--- src/rtl/forw_ctrl.sv ---
// Operand-forwarding control for the execute stage.
// Tracks destination-register tags through the EX, MEM, WB and POST stages. Produces the select
// codes for the operand-A and operand-B forw_mux instances. Raises a one-cycle load-use stall.
// Optional build macro FORW_CTRL_STATS_EN adds saturating stall and forward event counters.

module forw_ctrl #(
  parameter int unsigned REGBITS = 5,
  parameter int unsigned SELBITS = 2
) (
  input  logic               i_clk,
  input  logic               i_reset,
  input  logic               i_dec_valid,
  input  logic [REGBITS-1:0] i_dec_rs,
  input  logic [REGBITS-1:0] i_dec_rt,
  input  logic [REGBITS-1:0] i_dec_rd,
  input  logic               i_dec_regwrite,
  input  logic               i_dec_memread,
  input  logic               i_flush,
  output logic [SELBITS-1:0] o_sel_a,
  output logic [SELBITS-1:0] o_sel_b,
  output logic               o_stall
`ifdef FORW_CTRL_STATS_EN
  ,
  output logic [31:0]        o_stall_cnt,
  output logic [31:0]        o_fwd_cnt
`endif
);

  // Select codes, in the input order of forw_mux.
  localparam logic [SELBITS-1:0] SelRegbnk = SELBITS'(0);
  localparam logic [SELBITS-1:0] SelAlustg = SELBITS'(1);
  localparam logic [SELBITS-1:0] SelMemstg = SELBITS'(2);
  localparam logic [SELBITS-1:0] SelWbstg  = SELBITS'(3);

  localparam logic [REGBITS-1:0] RegZero = '0;

  // EX stage tag
  logic [REGBITS-1:0] ex_rs_q, ex_rs_d;
  logic [REGBITS-1:0] ex_rt_q, ex_rt_d;
  logic [REGBITS-1:0] ex_rd_q, ex_rd_d;
  logic               ex_regwrite_q, ex_regwrite_d;
  logic               ex_memread_q, ex_memread_d;
  logic               ex_valid_q, ex_valid_d;

  // MEM stage tag
  logic [REGBITS-1:0] mem_rd_q, mem_rd_d;
  logic               mem_regwrite_q, mem_regwrite_d;
  logic               mem_memread_q, mem_memread_d;
  logic               mem_valid_q, mem_valid_d;

  // WB stage tag
  logic [REGBITS-1:0] wb_rd_q, wb_rd_d;
  logic               wb_regwrite_q, wb_regwrite_d;
  logic               wb_valid_q, wb_valid_d;

  // POST stage tag: the instruction that has just written the register file
  logic [REGBITS-1:0] post_rd_q, post_rd_d;
  logic               post_regwrite_q, post_regwrite_d;
  logic               post_valid_q, post_valid_d;

  logic stall;
  logic bubble;
  logic [SELBITS-1:0] sel_a;
  logic [SELBITS-1:0] sel_b;

  // A stage supplies a forward only for a live, writing instruction to a nonzero register.
  function automatic logic stage_hit(input logic               valid,
                                     input logic               regwrite,
                                     input logic [REGBITS-1:0] rd,
                                     input logic [REGBITS-1:0] src);
    return valid && regwrite && (rd == src) && (src != RegZero);
  endfunction

  // Youngest producer wins: MEM, then WB, then POST, else the register bank.
  function automatic logic [SELBITS-1:0] fwd_sel(input logic [REGBITS-1:0] src,
                                                 input logic               m_hit,
                                                 input logic               w_hit,
                                                 input logic               p_hit);
    logic [SELBITS-1:0] sel;
    sel = SelRegbnk;
    if (src != RegZero) begin
      if (m_hit) begin
        sel = SelAlustg;
      end else if (w_hit) begin
        sel = SelMemstg;
      end else if (p_hit) begin
        sel = SelWbstg;
      end
    end
    return sel;
  endfunction

  // Load-use hazard detection; a flushed decode instruction never stalls.
  always_comb begin
    stall = i_dec_valid && !i_flush && ex_valid_q && ex_memread_q && (ex_rd_q != RegZero) &&
            ((ex_rd_q == i_dec_rs) || (ex_rd_q == i_dec_rt));
    bubble = i_flush || stall || !i_dec_valid;
  end

  // Forwarding selects from the registered tags of the instruction currently in EX.
  always_comb begin
    sel_a = fwd_sel(ex_rs_q,
                    stage_hit(mem_valid_q, mem_regwrite_q, mem_rd_q, ex_rs_q),
                    stage_hit(wb_valid_q, wb_regwrite_q, wb_rd_q, ex_rs_q),
                    stage_hit(post_valid_q, post_regwrite_q, post_rd_q, ex_rs_q));
    sel_b = fwd_sel(ex_rt_q,
                    stage_hit(mem_valid_q, mem_regwrite_q, mem_rd_q, ex_rt_q),
                    stage_hit(wb_valid_q, wb_regwrite_q, wb_rd_q, ex_rt_q),
                    stage_hit(post_valid_q, post_regwrite_q, post_rd_q, ex_rt_q));
  end

  assign o_sel_a = sel_a;
  assign o_sel_b = sel_b;
  assign o_stall = stall;

  // Next-state of the tag pipeline: EX takes decode or a bubble, older stages always shift.
  always_comb begin
    ex_rs_d       = RegZero;
    ex_rt_d       = RegZero;
    ex_rd_d       = RegZero;
    ex_regwrite_d = 1'b0;
    ex_memread_d  = 1'b0;
    ex_valid_d    = 1'b0;
    if (!bubble) begin
      ex_rs_d       = i_dec_rs;
      ex_rt_d       = i_dec_rt;
      ex_rd_d       = i_dec_rd;
      ex_regwrite_d = i_dec_regwrite;
      ex_memread_d  = i_dec_memread;
      ex_valid_d    = 1'b1;
    end

    mem_rd_d        = ex_rd_q;
    mem_regwrite_d  = ex_regwrite_q;
    mem_memread_d   = ex_memread_q;
    mem_valid_d     = ex_valid_q;

    wb_rd_d         = mem_rd_q;
    wb_regwrite_d   = mem_regwrite_q;
    wb_valid_d      = mem_valid_q;

    post_rd_d       = wb_rd_q;
    post_regwrite_d = wb_regwrite_q;
    post_valid_d    = wb_valid_q;
  end

  // Tag pipeline registers with synchronous active-low clear.
  always_ff @(posedge i_clk) begin
    if (!i_reset) begin
      ex_rs_q         <= RegZero;
      ex_rt_q         <= RegZero;
      ex_rd_q         <= RegZero;
      ex_regwrite_q   <= 1'b0;
      ex_memread_q    <= 1'b0;
      ex_valid_q      <= 1'b0;
      mem_rd_q        <= RegZero;
      mem_regwrite_q  <= 1'b0;
      mem_memread_q   <= 1'b0;
      mem_valid_q     <= 1'b0;
      wb_rd_q         <= RegZero;
      wb_regwrite_q   <= 1'b0;
      wb_valid_q      <= 1'b0;
      post_rd_q       <= RegZero;
      post_regwrite_q <= 1'b0;
      post_valid_q    <= 1'b0;
    end else begin
      ex_rs_q         <= ex_rs_d;
      ex_rt_q         <= ex_rt_d;
      ex_rd_q         <= ex_rd_d;
      ex_regwrite_q   <= ex_regwrite_d;
      ex_memread_q    <= ex_memread_d;
      ex_valid_q      <= ex_valid_d;
      mem_rd_q        <= mem_rd_d;
      mem_regwrite_q  <= mem_regwrite_d;
      mem_memread_q   <= mem_memread_d;
      mem_valid_q     <= mem_valid_d;
      wb_rd_q         <= wb_rd_d;
      wb_regwrite_q   <= wb_regwrite_d;
      wb_valid_q      <= wb_valid_d;
      post_rd_q       <= post_rd_d;
      post_regwrite_q <= post_regwrite_d;
      post_valid_q    <= post_valid_d;
    end
  end

  // A load in MEM can never feed the instruction behind it directly: the stall put a bubble
  // between them, so its data is only ever picked up from the WB tag.
  load_in_mem_never_consumed : assert property (@(posedge i_clk) disable iff (!i_reset)
    !(mem_valid_q && mem_memread_q && ex_valid_q && (mem_rd_q != RegZero) &&
      ((mem_rd_q == ex_rs_q) || (mem_rd_q == ex_rt_q))));

`ifdef FORW_CTRL_STATS_EN
  logic [31:0] stall_cnt_q, stall_cnt_d;
  logic [31:0] fwd_cnt_q, fwd_cnt_d;

  // Saturating event counters.
  always_comb begin
    stall_cnt_d = stall_cnt_q;
    fwd_cnt_d   = fwd_cnt_q;
    if (stall && (stall_cnt_q != 32'hFFFF_FFFF)) begin
      stall_cnt_d = stall_cnt_q + 32'd1;
    end
    if (ex_valid_q && ((sel_a != SelRegbnk) || (sel_b != SelRegbnk)) &&
        (fwd_cnt_q != 32'hFFFF_FFFF)) begin
      fwd_cnt_d = fwd_cnt_q + 32'd1;
    end
  end

  // Counter registers, cleared by reset.
  always_ff @(posedge i_clk) begin
    if (!i_reset) begin
      stall_cnt_q <= 32'd0;
      fwd_cnt_q   <= 32'd0;
    end else begin
      stall_cnt_q <= stall_cnt_d;
      fwd_cnt_q   <= fwd_cnt_d;
    end
  end

  assign o_stall_cnt = stall_cnt_q;
  assign o_fwd_cnt   = fwd_cnt_q;
`else
  // Statistics disabled: no counter state and no extra ports.
`endif

endmodule

--- config.mk ---
export PLATFORM = sky130hd
export DESIGN_NAME = forw_ctrl
export DESIGN_NICKNAME = d
export VERILOG_FILES = /design/src/rtl/forw_ctrl.sv
export SDC_FILE = /design/constraint.sdc
export NUM_CORES = 1
export LEC_CHECK = 0
export CAP_MARGIN = 5
export CORE_ASPECT_RATIO = 1.1
export CORE_MARGIN = 8
export CORE_UTILIZATION = 50
export DETAILED_ROUTE_END_ITERATION = 8
export GPL_TIMING_DRIVEN = 0
export PLACE_DENSITY = 0.71
export SKIP_CTS_REPAIR_TIMING = 1
export SYNTH_ARGS = -nofsm -noshare
export SYNTH_HDL_FRONTEND = slang
export SYNTH_SLANG_ARGS = --single-unit
--- constraint.sdc ---
create_clock -name i_clk -period 1.6 [get_ports i_clk]
set_clock_uncertainty 0.1 [all_clocks]
set_input_delay 0.32 -clock i_clk [delete_from_list [all_inputs] [get_ports i_clk]]
set_output_delay 0.32 -clock i_clk [all_outputs]
set_load 0.005 [all_outputs]
Word level (Yosys, flattened, before mapping). Index checks and enable logic that the tools add are counted.

Flip-flop bits (word level): 39. Input port bits: 21. Output and inout bits: 5.

Equality and inequality tests: 8. Mux-type cells: 9. Bitwise logic cells: 1. Reduce and logical (&&, ||, !) cells: 29.

Operator list (number): == test 5 bit (8); logical AND 1 bit (20); two-way mux 2 bit (8); nonzero test 5 bit (3); logical OR 1 bit (3); zero test 1 bit (2); OR reduction 2 bit (1); two-way mux 1 bit (1); NOT 1 bit (1).

Longest topological paths before layout.
Word-level depth: 9. Mapped depth: 6.

Least setup slack after synthesis. OpenSTA, ideal clock, no wires.

Path type: reg-to-output. Start: register ex_rs_q[2]. End: output port o_sel_a[1]. Data arrival time: 1.165 ns. Path slack: 0.015 ns. Stages on the path, launching flop included: 5. Buffers on the path: 0. Cell sequence: dfxtp_1 xor2_1 nor4_2 nand4_1 a221oi_2.

Word-level cells in the longest chain between the ends: 7.

Ends and longest elaborated chain: start, declared (line 38) `logic [REGBITS-1:0] ex_rs_q, ex_rs_d;`; start signal, assigned (line 150) `ex_rs_q <= RegZero;`; start signal, assigned (line 167) `ex_rs_q <= ex_rs_d;`; == test 5 bit (line 71) `return valid && regwrite && (rd == src) && (src != RegZero);`; logical AND 1 bit (2 in a row) (line 71); two-way mux 2 bit (line 86) `end else if (p_hit) begin`; two-way mux 2 bit (line 84) `end else if (w_hit) begin`; two-way mux 2 bit (line 82) `if (m_hit) begin`; two-way mux 2 bit (*) (line 81) `if (src != RegZero) begin`; end, declared (line 19) `output logic [SELBITS-1:0] o_sel_a,`.

Mark *: on every way between the ends. The rest lies on a longest branch, timed or not.

Final worst setup path. Ends and elaborated chain as after synthesis.

==> out/metrics.yaml <==
arrival_ns: 1.67
synth-compound-area-share_pct: 10.8
port-buffer-count: 24
finalPower_mw: 1.87
worst_slew_pin_slew_ns: 0.497
setup_viol: 5
grt_pass1_wl_mm: 6.58
relSlewSlack_pct: 66.9
drv_cap: 0
rsz0062_at_grt: "yes"
seqCellArea_um2: 808
max_stage_delay_ns: 0.37
violations: "setup timing"
synth_warnings: 0
worst_slack_ns: -0.489
synthAdderAreaFrac_pct: 0
fin_nets: 248
antenna_left: 0
yosysSeqAreaShare_pct: 43.5
fill_cells: 286
die_height_um: 78.9
area_growth_pct: 34.1
syn-cell-area_um2: 1800
busiest_layer: "met2"
rows: 23
post-dp-hpwl_mm: 3.06
grt_max_degree: 12
remaining_drc_errors: 0
timing.final.crit_share_pct: 131
min_path_type: "input pin to register"
drtIter0Drc: 55
report.final.slew_viol_count: 0
criticalPathCategory: "register to primary output"
synth_xor_xnor_area_share_pct: 19.5
crit_chain: "xor2_1 -> nor4_2 -> nand3_1 -> a221oi_2 -> buf_2"
grt_util_met3_pct: 3.53
setup_tns_ns: -2.13
finalWeightedCongestion: 0.897
final_layout_size_suffix_gt1_share_pct: 30.0
num_vias: 1434
cts_tree: "yes"
numClockSinks: 39
met2_usage_pct: 25.8
clockBufferDepth: 2
cpMaxStageDelayCell: "dfxtp_4"
start_util_pct: 50.7
yosysTopAreaCellShare_pct: 43.5
path_buf_inv: 1
clk_pin_slew_ns: 0.07
end_kind: "primary output"
synth_cells: 186
synth.avg_cell_area_um2: 9.65
cts_max_level: 2
reg2reg_depth: 5
ys_types: 25
p_leak_nw: 1.11
fin_util_pct: 68.0
io_pins: 26
crit_cells: 5
synth_edf_count: 0
ir_drop_mv: 0.629
fin_cells: 277
hold_viol_final: 0
die_x_um: 73.1
wl_mm: 4.37
core-area_um2: 3540
ys.flop_type: "dfxtp_1"
synth_mux_area_share_pct: 0
multiInputGateArea_um2: 1040
dpl.cell_count: 260
fmax_mhz: 479
critPathMaxFanout: 4
use_met1_pct: 14.6
async_flop_share_pct: 0
diodes: 0
ys_ff_latch: 39
synth_simple_gate_area_share_pct: 23.2
synth_area_leaders: "dfxtp_1 43%, xor2_1 10%, xnor2_1 9.3%"
track_usage_pct: 14.5
critPathLaunchType: "register"
antenna_found_initial: 0
die_area_um2: 5770
wl_per_cell_um: 15.8
final_area_um2: 2410
grt_overflow: 0
status: "complete, but fails checks"
avgViaCountPerCell: 5.18
cts_buffers: 5
synth_top_area_cell: "dfxtp_1"
power_density_nw_per_um2: 777
period_needed_ns: 2.09
clock_latency_ns: 0.28
grt_pass1_vias: 1460
critical-path-top-delay-family: "simple AND/OR/NAND/NOR gates"
dpl-instance-area_um2: 2100
root_buffer: "clkbuf_8"
synth_top_family_by_area: "simple AND/OR/NAND/NOR gates"
syn_nets: 207
hold_depth: 3
drtPass1Iterations: 4
cp.required_ns: 1.18
==> routing by layer <==
metal / vias up / share of wire (%)
li1: 710 / -
met1: 659 / 37
met2: 50 / 55
met3: 15 / 4.4
met4: 0 / 4.0
met5: - / 0
==> worst register-to-register path: stages (launching register included) <==
cell and delay (ns):
dfxtp_2 0.35, xnor2_1 0.20, nand3_1 0.17, o22ai_4 0.28
buf_4 0.26, a21oi_2 0.08
==> where the power goes <==
part | switching, mW | internal, mW
clock network | 0.309 | 0.338
logic | 0.102 | 0.113
registers | 0.0239 | 0.987
total | 0.435 | 1.44
==> cells in the mapped netlist, drive strengths merged, types with 3 or more instances <==
cell / number
xnor2: 19
nand3: 23
nor4: 5
xor2: 21
and2: 23
buf: 4
dfxtp: 39
a21oi: 19
nand4: 3
nor2: 5
nor3: 4
clkbuf: 4
nand2: 9
==> cells by family after synthesis <==
logic type,after synthesis
AO/OA/AOI/OAI,24
XOR/XNOR,40
buffers and inverters,8
flip-flops,39
AND/OR/NAND/NOR,75
==> registers in the layout (all words and copies together), names as in the netlist, 5 cells and up <==
register   cells
ex_rd_q        5
ex_rs_q        5
ex_rt_q        5
mem_rd_q       5
post_rd_d      5
post_rd_q      5
==> per-stage QoR <==
step           worst slack, ns  hold WS, ns
2_1_floorplan           0.0148        0.312
3_3_place_gp            -0.994        0.314
3_5_place_dp             -1.02        0.339
4_1_cts                  -1.03        0.259
5_1_grt                 -0.532        0.220
6_report                -0.489        0.228
==> path summary, 6_finish.rpt <==
check | startpoint | slack (ns) | to
hold reg to reg | ex_regwrite_q | 0.36 | mem_regwrite_q
hold / removal | i_dec_rt[4] | 0.23 | ex_rt_q[4]
setup reg to reg | ex_rd_q[0] | 0.05 | ex_valid_q
setup / recovery | ex_rs_q[2] | -0.49 | o_sel_a[1]
==> cells in the final DEF (no fill, tap or decap) <==
cell type and n:
nor4_2 5, and2_4 1, buf_12 1, clkbuf_1 3
a21oi_2 10, nor2b_4 1, dfxtp_4 3, clkdlybuf4s50_1 8
nand3_1 22, dfxtp_1 23, clkbuf_2 1, xor2_1 18
nand4_1 3, dfxtp_2 13, nand3_4 1, a21oi_1 8
buf_2 4, clkinv_2 1, clkbuf_8 6, and3_4 1
nand2_1 9, a21oi_4 1, buf_4 10, o31ai_2 1
and3b_1 1, dlymetal6s2s_1 12, clkbuf_16 1, xnor2_1 19
xor2_2 3, and2_1 22, o22ai_4 1, a221oi_2 1
buf_6 2, o211a_1 1, o21ai_1 1, nor3_1 4
nor2_1 5
==> area by class of cell <==
| class | count | share of cell area (%) |
|---|---|---|
| clock buffers | 6 | 3.43 |
| flip-flops and latches | 39 | 33.6 |
| clock inverters | 1 | 0.208 |
| multi-input cells | 139 | 43.2 |
| well taps | 50 | 2.60 |
| plain buffers | 6 | 1.97 |
| repair buffers | 36 | 15.0 |
Power figures use the tool's default switching activity.
